File: src/rtl/pkt_src_arb.sv
`default_nettype none
// ============================================================================
// Module   : pkt_src_arb
// Purpose  : Packet-granular round-robin arbiter with credit-limited issue
//            into flow_proc.
// Revision : 1.0
// ============================================================================
module pkt_src_arb #(
    parameter int NUM_SRC    = 4,
    parameter int DATA_WIDTH = 8,
    parameter int MAX_OUTSTD = 2,
    localparam int GRANT_W   = (NUM_SRC > 1) ? $clog2(NUM_SRC) : 1
) (
    input  logic                          clk,
    input  logic                          rst,
    input  logic [NUM_SRC-1:0]            src_vld,
    input  logic [NUM_SRC-1:0]            src_sop,
    input  logic [NUM_SRC-1:0]            src_eop,
    input  logic [NUM_SRC*DATA_WIDTH-1:0] src_data,
    output logic [NUM_SRC-1:0]            src_rdy,
    output logic                          data_out_vld,
    output logic                          sop_out_vld,
    output logic                          eop_out_vld,
    output logic [DATA_WIDTH-1:0]         data_out,
    input  logic                          fb_vld,
    input  logic                          fb_eop,
    output logic [GRANT_W-1:0]            grant_id,
    output logic                          busy,
    output logic [3:0]                    credit_cnt,
    output logic                          err_proto,
    output logic                          err_credit
);

    localparam logic [0:0] S_IDLE     = 1'b0;
    localparam logic [0:0] S_XFER     = 1'b1;
    localparam logic [3:0] CREDIT_MAX = 4'(MAX_OUTSTD);

    logic [0:0]            r_state;
    logic [0:0]            w_next_state;
    logic [GRANT_W-1:0]    r_grant;
    logic [GRANT_W-1:0]    r_last_grant;
    logic [3:0]            r_credit;
    logic                  r_first;
    logic                  r_dvld;
    logic                  r_sop;
    logic                  r_eop;
    logic [DATA_WIDTH-1:0] r_data;
    logic                  r_err_proto;
    logic                  r_err_credit;

    logic [NUM_SRC-1:0]    w_elig;
    logic [GRANT_W-1:0]    w_pick;
    logic                  w_pick_vld;
    int                    w_idx;
    logic                  w_acc;
    logic                  w_beat_sop;
    logic                  w_beat_eop;
    logic [DATA_WIDTH-1:0] w_beat_data;
    logic                  w_dec;
    logic                  w_inc;
    logic [NUM_SRC-1:0]    w_rdy;

    assign w_elig      = src_vld & src_sop;
    assign w_acc       = (r_state == S_XFER) && src_vld[r_grant];
    assign w_beat_sop  = src_sop[r_grant];
    assign w_beat_eop  = src_eop[r_grant];
    assign w_beat_data = src_data[r_grant*DATA_WIDTH +: DATA_WIDTH];
    assign w_dec       = w_acc & r_first;
    assign w_inc       = fb_vld & fb_eop;

    // Walk farthest-first so the nearest eligible source after last_grant wins.
    always_comb begin
        w_pick     = '0;
        w_pick_vld = 1'b0;
        w_idx      = 0;
        for (int k = NUM_SRC; k >= 1; k--) begin
            w_idx = int'(r_last_grant) + k;
            if (w_idx >= NUM_SRC) begin
                w_idx = w_idx - NUM_SRC;
            end
            if (w_elig[w_idx]) begin
                w_pick     = GRANT_W'(w_idx);
                w_pick_vld = 1'b1;
            end
        end
    end

    always_ff @(posedge clk or posedge rst) begin
        if (rst) begin
            r_state <= S_IDLE;
        end else begin
            r_state <= w_next_state;
        end
    end

    always_comb begin
        w_next_state = r_state;
        case (r_state)
            S_IDLE:  if (w_pick_vld && (r_credit != 4'd0)) w_next_state = S_XFER;
            S_XFER:  if (w_acc && w_beat_eop) w_next_state = S_IDLE;
            default: w_next_state = S_IDLE;
        endcase
    end

    always_comb begin
        w_rdy = '0;
        if (r_state == S_XFER) begin
            w_rdy[r_grant] = 1'b1;
        end
    end

    always_ff @(posedge clk or posedge rst) begin
        if (rst) begin
            r_grant      <= '0;
            r_last_grant <= GRANT_W'(NUM_SRC - 1);
            r_credit     <= CREDIT_MAX;
            r_first      <= 1'b0;
            r_dvld       <= 1'b0;
            r_sop        <= 1'b0;
            r_eop        <= 1'b0;
            r_data       <= '0;
            r_err_proto  <= 1'b0;
            r_err_credit <= 1'b0;
        end else begin
            if ((r_state == S_IDLE) && w_pick_vld && (r_credit != 4'd0)) begin
                r_grant <= w_pick;
                r_first <= 1'b1;
            end else if (w_acc) begin
                r_first <= 1'b0;
            end
            if (w_acc && w_beat_eop) begin
                r_last_grant <= r_grant;
            end

            r_dvld <= w_acc;
            r_sop  <= w_acc & w_beat_sop & r_first;
            r_eop  <= w_acc & w_beat_eop;
            if (w_acc) begin
                r_data <= w_beat_data;
            end
            if (w_acc && !r_first && w_beat_sop) begin
                r_err_proto <= 1'b1;
            end

            // Simultaneous issue and return cancel out.
            if (w_inc && !w_dec) begin
                if (r_credit >= CREDIT_MAX) begin
                    r_err_credit <= 1'b1;
                end else begin
                    r_credit <= r_credit + 4'd1;
                end
            end else if (w_dec && !w_inc && (r_credit != 4'd0)) begin
                r_credit <= r_credit - 4'd1;
            end
        end
    end

    assign src_rdy      = w_rdy;
    assign data_out_vld = r_dvld;
    assign sop_out_vld  = r_sop;
    assign eop_out_vld  = r_eop;
    assign data_out     = r_data;
    assign grant_id     = r_grant;
    assign busy         = (r_state == S_XFER);
    assign credit_cnt   = r_credit;
    assign err_proto    = r_err_proto;
    assign err_credit   = r_err_credit;

endmodule
`default_nettype wire

File: config.mk
export PLATFORM = sky130hd
export DESIGN_NAME = pkt_src_arb
export DESIGN_NICKNAME = d
export VERILOG_FILES = /design/src/rtl/pkt_src_arb.sv
export SDC_FILE = /design/constraint.sdc
export NUM_CORES = 1
export LEC_CHECK = 0
export CELL_PAD_IN_SITES_DETAIL_PLACEMENT = 0
export CELL_PAD_IN_SITES_GLOBAL_PLACEMENT = 2
export CORE_MARGIN = 2
export CORE_UTILIZATION = 25
export CTS_BUF_LIST = sky130_fd_sc_hd__clkbuf_16
export DETAILED_ROUTE_END_ITERATION = 10
export GPL_ROUTABILITY_DRIVEN = 0
export PLACE_DENSITY_LB_ADDON = 0.1
export SLEW_MARGIN = 10
export SYNTH_ARGS = -nofsm -noshare
export SYNTH_HDL_FRONTEND = slang
export SYNTH_SLANG_ARGS = --single-unit
export TNS_END_PERCENT = 100
File: constraint.sdc
create_clock -name clk -period 6.2 [get_ports clk]
set_clock_uncertainty 0.15 [all_clocks]
set_input_delay 1.24 -clock clk [delete_from_list [all_inputs] [get_ports clk]]
set_output_delay 1.24 -clock clk [all_outputs]
set_load 0.02 [all_outputs]
==> summary.md <==
| Metric | Value |
|---|---|
| Min cycle time layout | 3730 ps |
| DR pass1 iterations | 4 |
| CTS tree | built |
| CP Data Required Time | 6180 ps |
| PnR Total Power | 1060 µW |
| Post-Route WL | 4140 µm |
| Synth cell count leaders | dfrtp_1, mux2_2, nor2_1 |
| Full die area | 0.00625 mm² |
| R2R depth | 8 |
| Syn_area_per_cell | 12.3 µm² |
| Capture point of the worst path | credit_cnt[3] |
| Share of layout cells above drive strength 1 | 12.9% |
| Yosys warning total | 0 |
| Period utilisation layout | 60.2% |
| Crit path from | src_vld[3] |
| Maximum vdd drop | 0.000164 V |
| Worst skew pair latency | 250 ps |
| Total setup buffers inserted after CTS | 0 |
| Dominant cell type by area after synthesis | dfrtp_1 |
| Fin Setup TNS | 0 ps |
| Post_cts resized | 0 |
| Via count | 1249 |
| Post-route DRC | 0 |
| Top cells by area, synth | dfrtp_1, mux4_1, mux2_2 |
| Clock sink count | 23 |
| Sequential cell area | 579 µm² |
| Ant. Diodes | 0 |
| CTS buffer count | 3 |
| #FFs+latches synth | 23 |
| Fill count | 543 |
| Critical path peak fanout | 8 |
| Width of the die | 79.1 µm |
| Leak pwr | 0.000928 µW |
| R2R Path Start | grant_id[0] |
| Area growth syn-to-layout | 60.5% |
| HPWL after detailed placement | 3150 µm |
| Chip Height | 79.1 µm |
| Row cnt | 27 |
| RSZ-0062 raised after global routing | no |
| Total gr overflow | 0 |
| Max Cap Viol | 0 |
| Reg2Reg Capture Point | credit_cnt[3] |
| I/O pins | 72 |
| Worst slew pin tran | 951 ps |
| Area of the multi-input gates | 772 µm² |
| Nets | 238 |
| Vias in the first global route | 1336 |
| GRT Util Overall | 13.9% |
| Final count of pins violating max slew | 0 |
| Ys async rst share | 100% |
| CTS clock-pin slew for the worst setup and hold paths | 60 ps |
| Number of synthesized flops with an enable pin | 0 |
| Synth Flop Type | dfrtp_1 |
| Syn Inst Count | 115 |
| Wire per inst | 16.1 µm |
| Final ANT Viol Nets | 0 |
| Final Hold Vio Count | 0 |
| Pin count of the biggest net entering global routing | 24 |
| Unique cell type count in the Yosys netlist | 38 |
| Via density | 4.84 |
| # setup viols final | 0 |
| Relative slew slack | 36.5% |
| Mapped Nets | 166 |
| Initial Utilization | 25.7% |
| CP endpoint kind | flip-flop |
| Initial antenna violation count | 0 |
| WP data arrival | 3710 ps |
| Seq/Total Area, Yosys | 41.1% |
| Hold Crit Start | err_credit |
| Most numerous cell in the Yosys netlist | dfrtp_1 |
| First-pass GRT wire length | 6720 µm |
| Worst min-delay path class | reg -> reg |
| Max H-tree Level | 1 |
| Max Clock Freq | 0.268 GHz |
| Root Buffer | clkbuf_16 |
| Post-synth design cell area | 0.00141 mm² |
| Power Dens Cells | 469 mW/mm² |
| R2R Setup Slk | 2910 ps |
| Startpoint types | primary input |
| Clock buffer depth | 2 |
| Critical setup path kind | in -> reg |
| Port Buffer Count | 71 |
| DRT iter0 DRCs | 37 |
| Core Box Area | 0.00547 mm² |
| Status | complete, no violations |
| Top-area cell type share of the netlist area | 35.5% |
| Hold_buf cts | 0 |
how the worst min path moves through the flow:
stage                 endpoint  slack, ps  cells past startpoint
2_1_floorplan  r_last_grant[0]        340                      2
3_3_place_gp         err_proto        320                      1
3_5_place_dp        err_credit        320                      1
4_1_cts             err_credit        340                      1
5_1_grt             err_credit        350                      1
6_report            err_credit        330                      1
layout make-up:
cell class | instances | area share [%]
sequential | 23 | 25.6
clock inverter | 1 | 0.166
multi-input combinational | 81 | 34.1
clock buffer | 3 | 3.32
inverter | 6 | 0.996
tap | 72 | 3.98
timing repair buffer | 72 | 31.8
state kept, by name, summed over array words and instances (netlist names):
| register | count |
|---|---|
| busy | 1 |
| credit_cnt | 4 |
| data_out | 8 |
| data_out_vld | 1 |
| eop_out_vld | 1 |
| err_credit | 1 |
| err_proto | 1 |
| grant_id | 2 |
| r_first | 1 |
| r_last_grant | 2 |
| sop_out_vld | 1 |
stage by stage:
step / worst slack [ps] / util [%] / area, µm² / hold WS [ps] / instances
after floorplan: 2980 / - / 1410 / 345 / 115
after global placement: 2320 / 39.9 / 2180 / 323 / 254
after detailed placement: 2230 / 39.9 / 2180 / 316 / 254
after CTS: 2500 / 41.3 / 2260 / 336 / 258
after global routing: 2280 / 41.3 / 2260 / 353 / 258
final: 2470 / 41.3 / 2260 / 329 / 258
routing by layer:
metal	up-vias	part of all wire [%]	GRT usage [%]
met5	-	0	0
met4	0	0.84	5.00
met3	4	6.5	2.95
met2	54	46	22.8
met1	601	46	18.2
li1	590	-	-
cells in the final DEF, fill, tap and decap left out, types with 5 or more instances in the layout:
master	netlist	layout
mux4_1	5	5
clkdlybuf4s50_1	0	71
mux4_2	5	5
inv_1	6	7
nand2_1	6	6
nor2_1	8	8
dfrtp_1	20	20
mux2_2	10	10
logic make-up after synthesis:
| group | synth area share, % |
|---|---|
| simple gates | 8.44 |
| xor+xnor | 0.622 |
| mux | 28.2 |
| flops | 41.1 |
| compound gates | 14.4 |
| buf+inv | 4.08 |
| fa+ha+maj | 3.20 |
critical path, stage by stage:
cell	delay (ps)
clkdlybuf4s50_1	460
mux2i_1	220
o32a_1	370
nand2_1	210
ha_1	320
a21o_1	180
a21o_1	200
o31a_1	240
a221o_1	260
power by group:
| part | internal, µW | leakage (µW) | switching, µW | total, µW |
|---|---|---|---|---|
| clock | 86.1 | 0.0000423 | 53.2 | 139 |
| combinational | 328 | 0.000622 | 265 | 593 |
| sequential | 230 | 0.000264 | 97.3 | 327 |
Power figures use the tool's default switching activity.
==> RTL edit 1, RTL diff (same flow settings) <==
Set the parameter `NUM_SRC` to 2 (it was 4).
--- a/src/rtl/pkt_src_arb.sv
+++ b/src/rtl/pkt_src_arb.sv
@@ -6,7 +6,7 @@
 // Revision : 1.0
 // ============================================================================
 module pkt_src_arb #(
-    parameter int NUM_SRC    = 4,
+    parameter int NUM_SRC    = 2,
     parameter int DATA_WIDTH = 8,
     parameter int MAX_OUTSTD = 2,
     localparam int GRANT_W   = (NUM_SRC > 1) ? $clog2(NUM_SRC) : 1
Interface: changed (6 resized); port bits go from 72 to 47. No check against the original RTL was run, so the function may have changed too.
==> RTL edit 1 against the original RTL <==
- critical path depth decreased by 1
- largest cell class is now sequential cells
- power fell by 24%
- worst setup slack improved by 0.40 ns
- sequential cell count decreased by 2
- worst hold slack worse by 0.020 ns
- critical endpoint unchanged
- synthesized area down 25%
- register-to-register slack gained 0.80 ns
- sequential power fell by 22%
- largest power group unchanged
- wire length is 41% lower
- non-clock buffer count shrank 25
- sequential share of layout area rose by 6.5 points
- design area is 27% lower
==> RTL edit 1: results (changes against the original RTL) <==
[logic_synthesis]
yosys.cell_types.count = 35  ; -7.9%
yosys_warnings = 0  ; unchanged
synthesis.nets = 127  ; -23%
synthFlopType = dfrtp_1
synth.area.top_cells = dfrtp_1 45%, mux2i_1 8.5%, nand2_1 5.3%, dfstp_2 5.0%, o21ai_0 4.3%
netlist_instances = 98  ; -15%
synthArstFlopShare_pct = 100  ; unchanged
seq_area_frac_synth_pct = 50.1  ; +8.9 points
yosys-top-cells-count = 19 x dfrtp_1, 15 x nand2_1, 9 x mux2i_1, 9 x o21ai_0, 4 x a21o_1

[setup_path]
regToRegEndpoint = credit_cnt[3]
r2r_slack_ns = 3.71  ; +0.80 ns
crit_fanout = 8  ; unchanged
slowest_delay_ns = 0.47
crit_path_top_delay_cell = clkdlybuf4s50_1
critPathTopFamily = compound AO/OA/AOI/OAI gates
r2r-start = grant_id
arrival_ns = 3.32  ; -0.39 ns
reg2regPathDepth = 8  ; unchanged

[hold_path]
min_from = err_proto
min_to = err_proto
holdPathStages = 1  ; unchanged
hold_class = reg -> reg

[layout]
final_cells = 195  ; -24%
layout.nets = 175  ; -26%
drive_gt1_share_pct = 7.59  ; -5.3 points
largest_reg_flops = 8  ; unchanged
n_fill_cell = 401  ; -26%
antenna-diode-count = 0  ; unchanged

[place]
dp_hpwl_mm = 1.84  ; -42%
dpl_cell_area_um2 = 1560  ; -28%
numPlacedInstances = 191  ; -25%
dp_slack_ns = 2.60  ; +0.366 ns
portBuffers = 46  ; -35%

[cts]
cts_resized = 0  ; unchanged
cts.clk_slew.worst_paths_ns = 0.06  ; about the same
cts_made_buffers = 3  ; unchanged
htree_levels = 1  ; unchanged
insertion_delay_ns = 0.25  ; about the same
cts_root_buffer = clkbuf_16
post-cts-setup-buffers = 0  ; unchanged
cts_buffer_depth = 2  ; unchanged

[global_routing]
grt_pass1_wl_mm = 3.95  ; -41%
antenna_found_initial = 0  ; unchanged
grt_use_total_pct = 11.5  ; -2.4 points
grt_pass1_vias = 885  ; -34%
grt_max_degree = 22  ; -8.3%

[power_and_ir_drop]
p_leak_uw = 0.000713  ; -23%
ir_worst_vdd_mv = 0.167  ; +2.0%

[timing]
tightest_slew_ns = 0.845  ; -0.106 ns
finalHoldWorstSlack_ns = 0.309  ; -0.0200 ns

[detailed_routing]
first_pass_iters = 2  ; -2
routed_via_density = 4.54  ; -6.3%
first_iter_violations = 25  ; -32%
wire_per_inst_um = 12.5  ; -22%

[run_status]
status = completed

[RTL edit 1: area by class of cell]
type / count / area, um^2 / area share, %
Sequential cell: 21 / 528 / 32.2
Multi-Input combinational cell: 70 / 492 / 30.0
Tap cell: 50 / 62.6 / 3.81
Inverter: 3 / 11.3 / 0.686
Clock buffer: 3 / 75.1 / 4.57
Timing Repair Buffer: 47 / 468 / 28.5
Clock inverter: 1 / 5.00 / 0.305
[RTL edit 1: kinds of logic (layout without fill, tap and decap cells)]
family                   count (synthesis)  in the layout  share of synthesized area [%]
flip-flops                              21             21                           50.1
XOR/XNOR                                 1              1                          0.831
multiplexers                            12             12                           12.5
buffers and inverters                    7             54                           3.32
AO/OA/AOI/OAI                           25             25                           16.4
AND/OR/NAND/NOR                         29             29                           12.7
adder cells (fa/ha/maj)                  3              3                           4.27
[RTL edit 1: metal layers]
| metal | track usage [%] | vias to the layer above | wire length (um) |
|---|---|---|---|
| met5 | 0 | - | 0 |
| li1 | - | 444 | - |
| met1 | 14.6 | 407 | 1090 |
| met3 | 2.92 | 5 | 141 |
| met2 | 18.6 | 29 | 1160 |
| met4 | 4.66 | 0 | 42 |
[RTL edit 1: worst max path at each step]
stage,startpoint,to,slack (ns),cells after the start
final,src_vld[0],credit_cnt[3],2.87,8
after global placement,src_vld[0],credit_cnt[3],2.63,8
after CTS,src_vld[0],credit_cnt[3],2.88,8
after floorplan,src_vld[0],credit_cnt[3],3.18,7
after global routing,src_vld[0],credit_cnt[3],2.76,8
after detailed placement,src_vld[0],credit_cnt[3],2.60,8
[RTL edit 1: power by group]
part | internal, uW | switching [uW]
Clock | 86.7 | 51.8
Combinational | 207 | 205
Sequential | 201 | 54.7
==> RTL edit 2, RTL diff (same settings) <==
Without the edit above. Make the reset (`rst`) synchronous in 2 clocked blocks.
--- a/src/rtl/pkt_src_arb.sv
+++ b/src/rtl/pkt_src_arb.sv
@@ -85,7 +85,7 @@
         end
     end
 
-    always_ff @(posedge clk or posedge rst) begin
+    always_ff @(posedge clk) begin
         if (rst) begin
             r_state <= S_IDLE;
         end else begin
@@ -109,7 +109,7 @@
         end
     end
 
-    always_ff @(posedge clk or posedge rst) begin
+    always_ff @(posedge clk) begin
         if (rst) begin
             r_grant      <= '0;
             r_last_grant <= GRANT_W'(NUM_SRC - 1);
Formal check against the unedited RTL: differs if rst is asserted again (counterexample within 4 cycles, from zero or initial values and one cycle with rst high); with rst held inactive, the same outputs for 10 cycles.
==> RTL edit 2 against the original RTL <==
- worst hold slack got worse by 0.027 ns
- maximum frequency decreased by 2.4%
- global-route usage decreased by 0.34 points
- worst setup slack got worse by 0.093 ns
- sequential cell count unchanged
- via count increased by 8.1%
- largest cell class unchanged
- synthesized area increased by 2.1%
- first-iteration DRC count increased by 16%
- design area increased by 0.77%
- wire length increased by 0.87%
- register-to-register slack got worse by 0.17 ns
Power is not compared: it rests on default switching activity, and its combinational part moved more than twofold at a synthesized area within 25%.
==> RTL edit 2: results (changes against the original RTL) <==
[cts]
cts_resized = 0  ; unchanged
insertion_delay_ns = 0.26
cts_root_buffer = clkbuf_16
cts_made_buffers = 3  ; unchanged
cts.clk_slew.worst_paths_ns = 0.06  ; about the same
post-cts-setup-buffers = 0  ; unchanged
cts_buffer_depth = 2  ; unchanged
htree_levels = 1  ; unchanged

[logic_synthesis]
synthesis.nets = 191  ; +15%
seq_area_frac_synth_pct = 32.0  ; -9.1 points
yosys-top-cells-count = 23 x dfxtp_1, 22 x nor2_1, 11 x mux2i_1, 9 x nand2_1, 8 x a21oi_1
yosys_warnings = 0  ; unchanged
yosys.cell_types.count = 43  ; +13%
synth.area.top_cells = dfxtp_1 32%, mux4_1 11%, mux4_2 7.8%, mux2i_1 7.7%, nor2_1 5.7%
synthArstFlopShare_pct = 0  ; -100 points

[detailed_routing]
first_pass_iters = 4  ; unchanged
first_iter_violations = 43  ; +16%
routed_wl_mm = 4.18  ; +0.87%
routed_via_density = 4.84  ; about the same

[global_routing]
gr-usage-met3_pct = 2.04  ; -0.92 points
grt_use_met1_pct = 17.5  ; -0.70 points
grt_use_met2_pct = 22.7  ; -0.11 points
grt_max_degree = 27  ; +13%
grt_pass1_vias = 1290  ; -3.4%
grt-ovfl-total = 0  ; unchanged
grt_pass1_wl_mm = 6.56  ; -2.5%
grt_use_total_pct = 13.6  ; -0.34 points
antenna_found_initial = 0  ; unchanged

[power_and_ir_drop]
power_switching_uw = 134
ir_worst_vdd_mv = 0.104
p_leak_uw = 0.000877

[setup_path]
critPathTopFamily = multiplexers
slowest_delay_ns = 0.48  ; +0.02 ns
arrival_ns = 3.82  ; +0.11 ns
crit_fanout = 6  ; -2
crit_path_top_delay_cell = clkdlybuf4s50_1

[timing]
tightest_slew_ns = 1.02  ; +0.0686 ns

[place]
portBuffers = 71  ; unchanged
dp_hpwl_mm = 3.25  ; +3.3%

[hold_path]
hold_class = reg -> reg

[run_status]
status = completed

[layout]
n_fill_cell = 562  ; +3.5%
antenna-diode-count = 0  ; unchanged
drive_gt1_share_pct = 6.28  ; -6.6 points
layout.nets = 259  ; +8.8%

RTL edit 2: per-layer routing:
layer  vias to the layer above  part of all wire, %  wire length (um)
li1                        662                    -                 -
met1                       635                   45              1880
met2                        47                   47              1950
met3                         6                  6.4               266
met4                         0                  1.8                77
met5                         -                    0                 0
RTL edit 2: worst paths after layout:
path	start	end	slack [ns]	cells after the start
setup / recovery	src_vld[2]	credit_cnt[3]	2.38	9
hold / removal	err_credit	err_credit	0.30	2
setup reg to reg	grant_id[0]	credit_cnt[3]	2.74	8
hold reg to reg	err_credit	err_credit	0.30	2
RTL edit 2: power groups by stage:
stage / registers (uW) / clock network, uW / logic [uW]
after floorplan: 182 / 0 / 81.0
after global placement: 184 / 0 / 145
after detailed placement: 185 / 0 / 146
after CTS: 182 / 145 / 147
after global routing: 185 / 151 / 156
final: 181 / 141 / 145
RTL edit 2: metrics by stage:
step	area (um^2)	instances	hold WS, ns	setup WS, ns	power, uW
after floorplan	1440	140	0.328	2.76	263
after global placement	2200	275	0.291	2.19	329
after detailed placement	2200	275	0.291	2.09	331
after CTS	2280	279	0.301	2.37	474
after global routing	2280	279	0.324	2.20	492
final	2280	279	0.302	2.38	467
RTL edit 2: final cells by class:
cell class | instances | area [um^2] | area share, %
clock buffer | 3 | 75.1 | 3.29
inverter | 3 | 11.3 | 0.494
timing repair buffer | 71 | 711 | 31.2
tap | 72 | 90.1 | 3.95
multi-input combinational | 106 | 926 | 40.6
clock inverter | 1 | 5.00 | 0.220
sequential | 23 | 460 | 20.2
RTL edit 2: cell families after synthesis:
group                      count (synthesis)  share of synthesized area [%]
AOI/OAI and AO/OA                         22                           11.9
xor gates and xnor gates                   1                          0.609
adders and majority gates                  3                           3.13
buffers and inverters                     11                           3.65
DFF                                       23                           32.0
muxes                                     27                           30.5
and+or+nand+nor                           53                           18.2
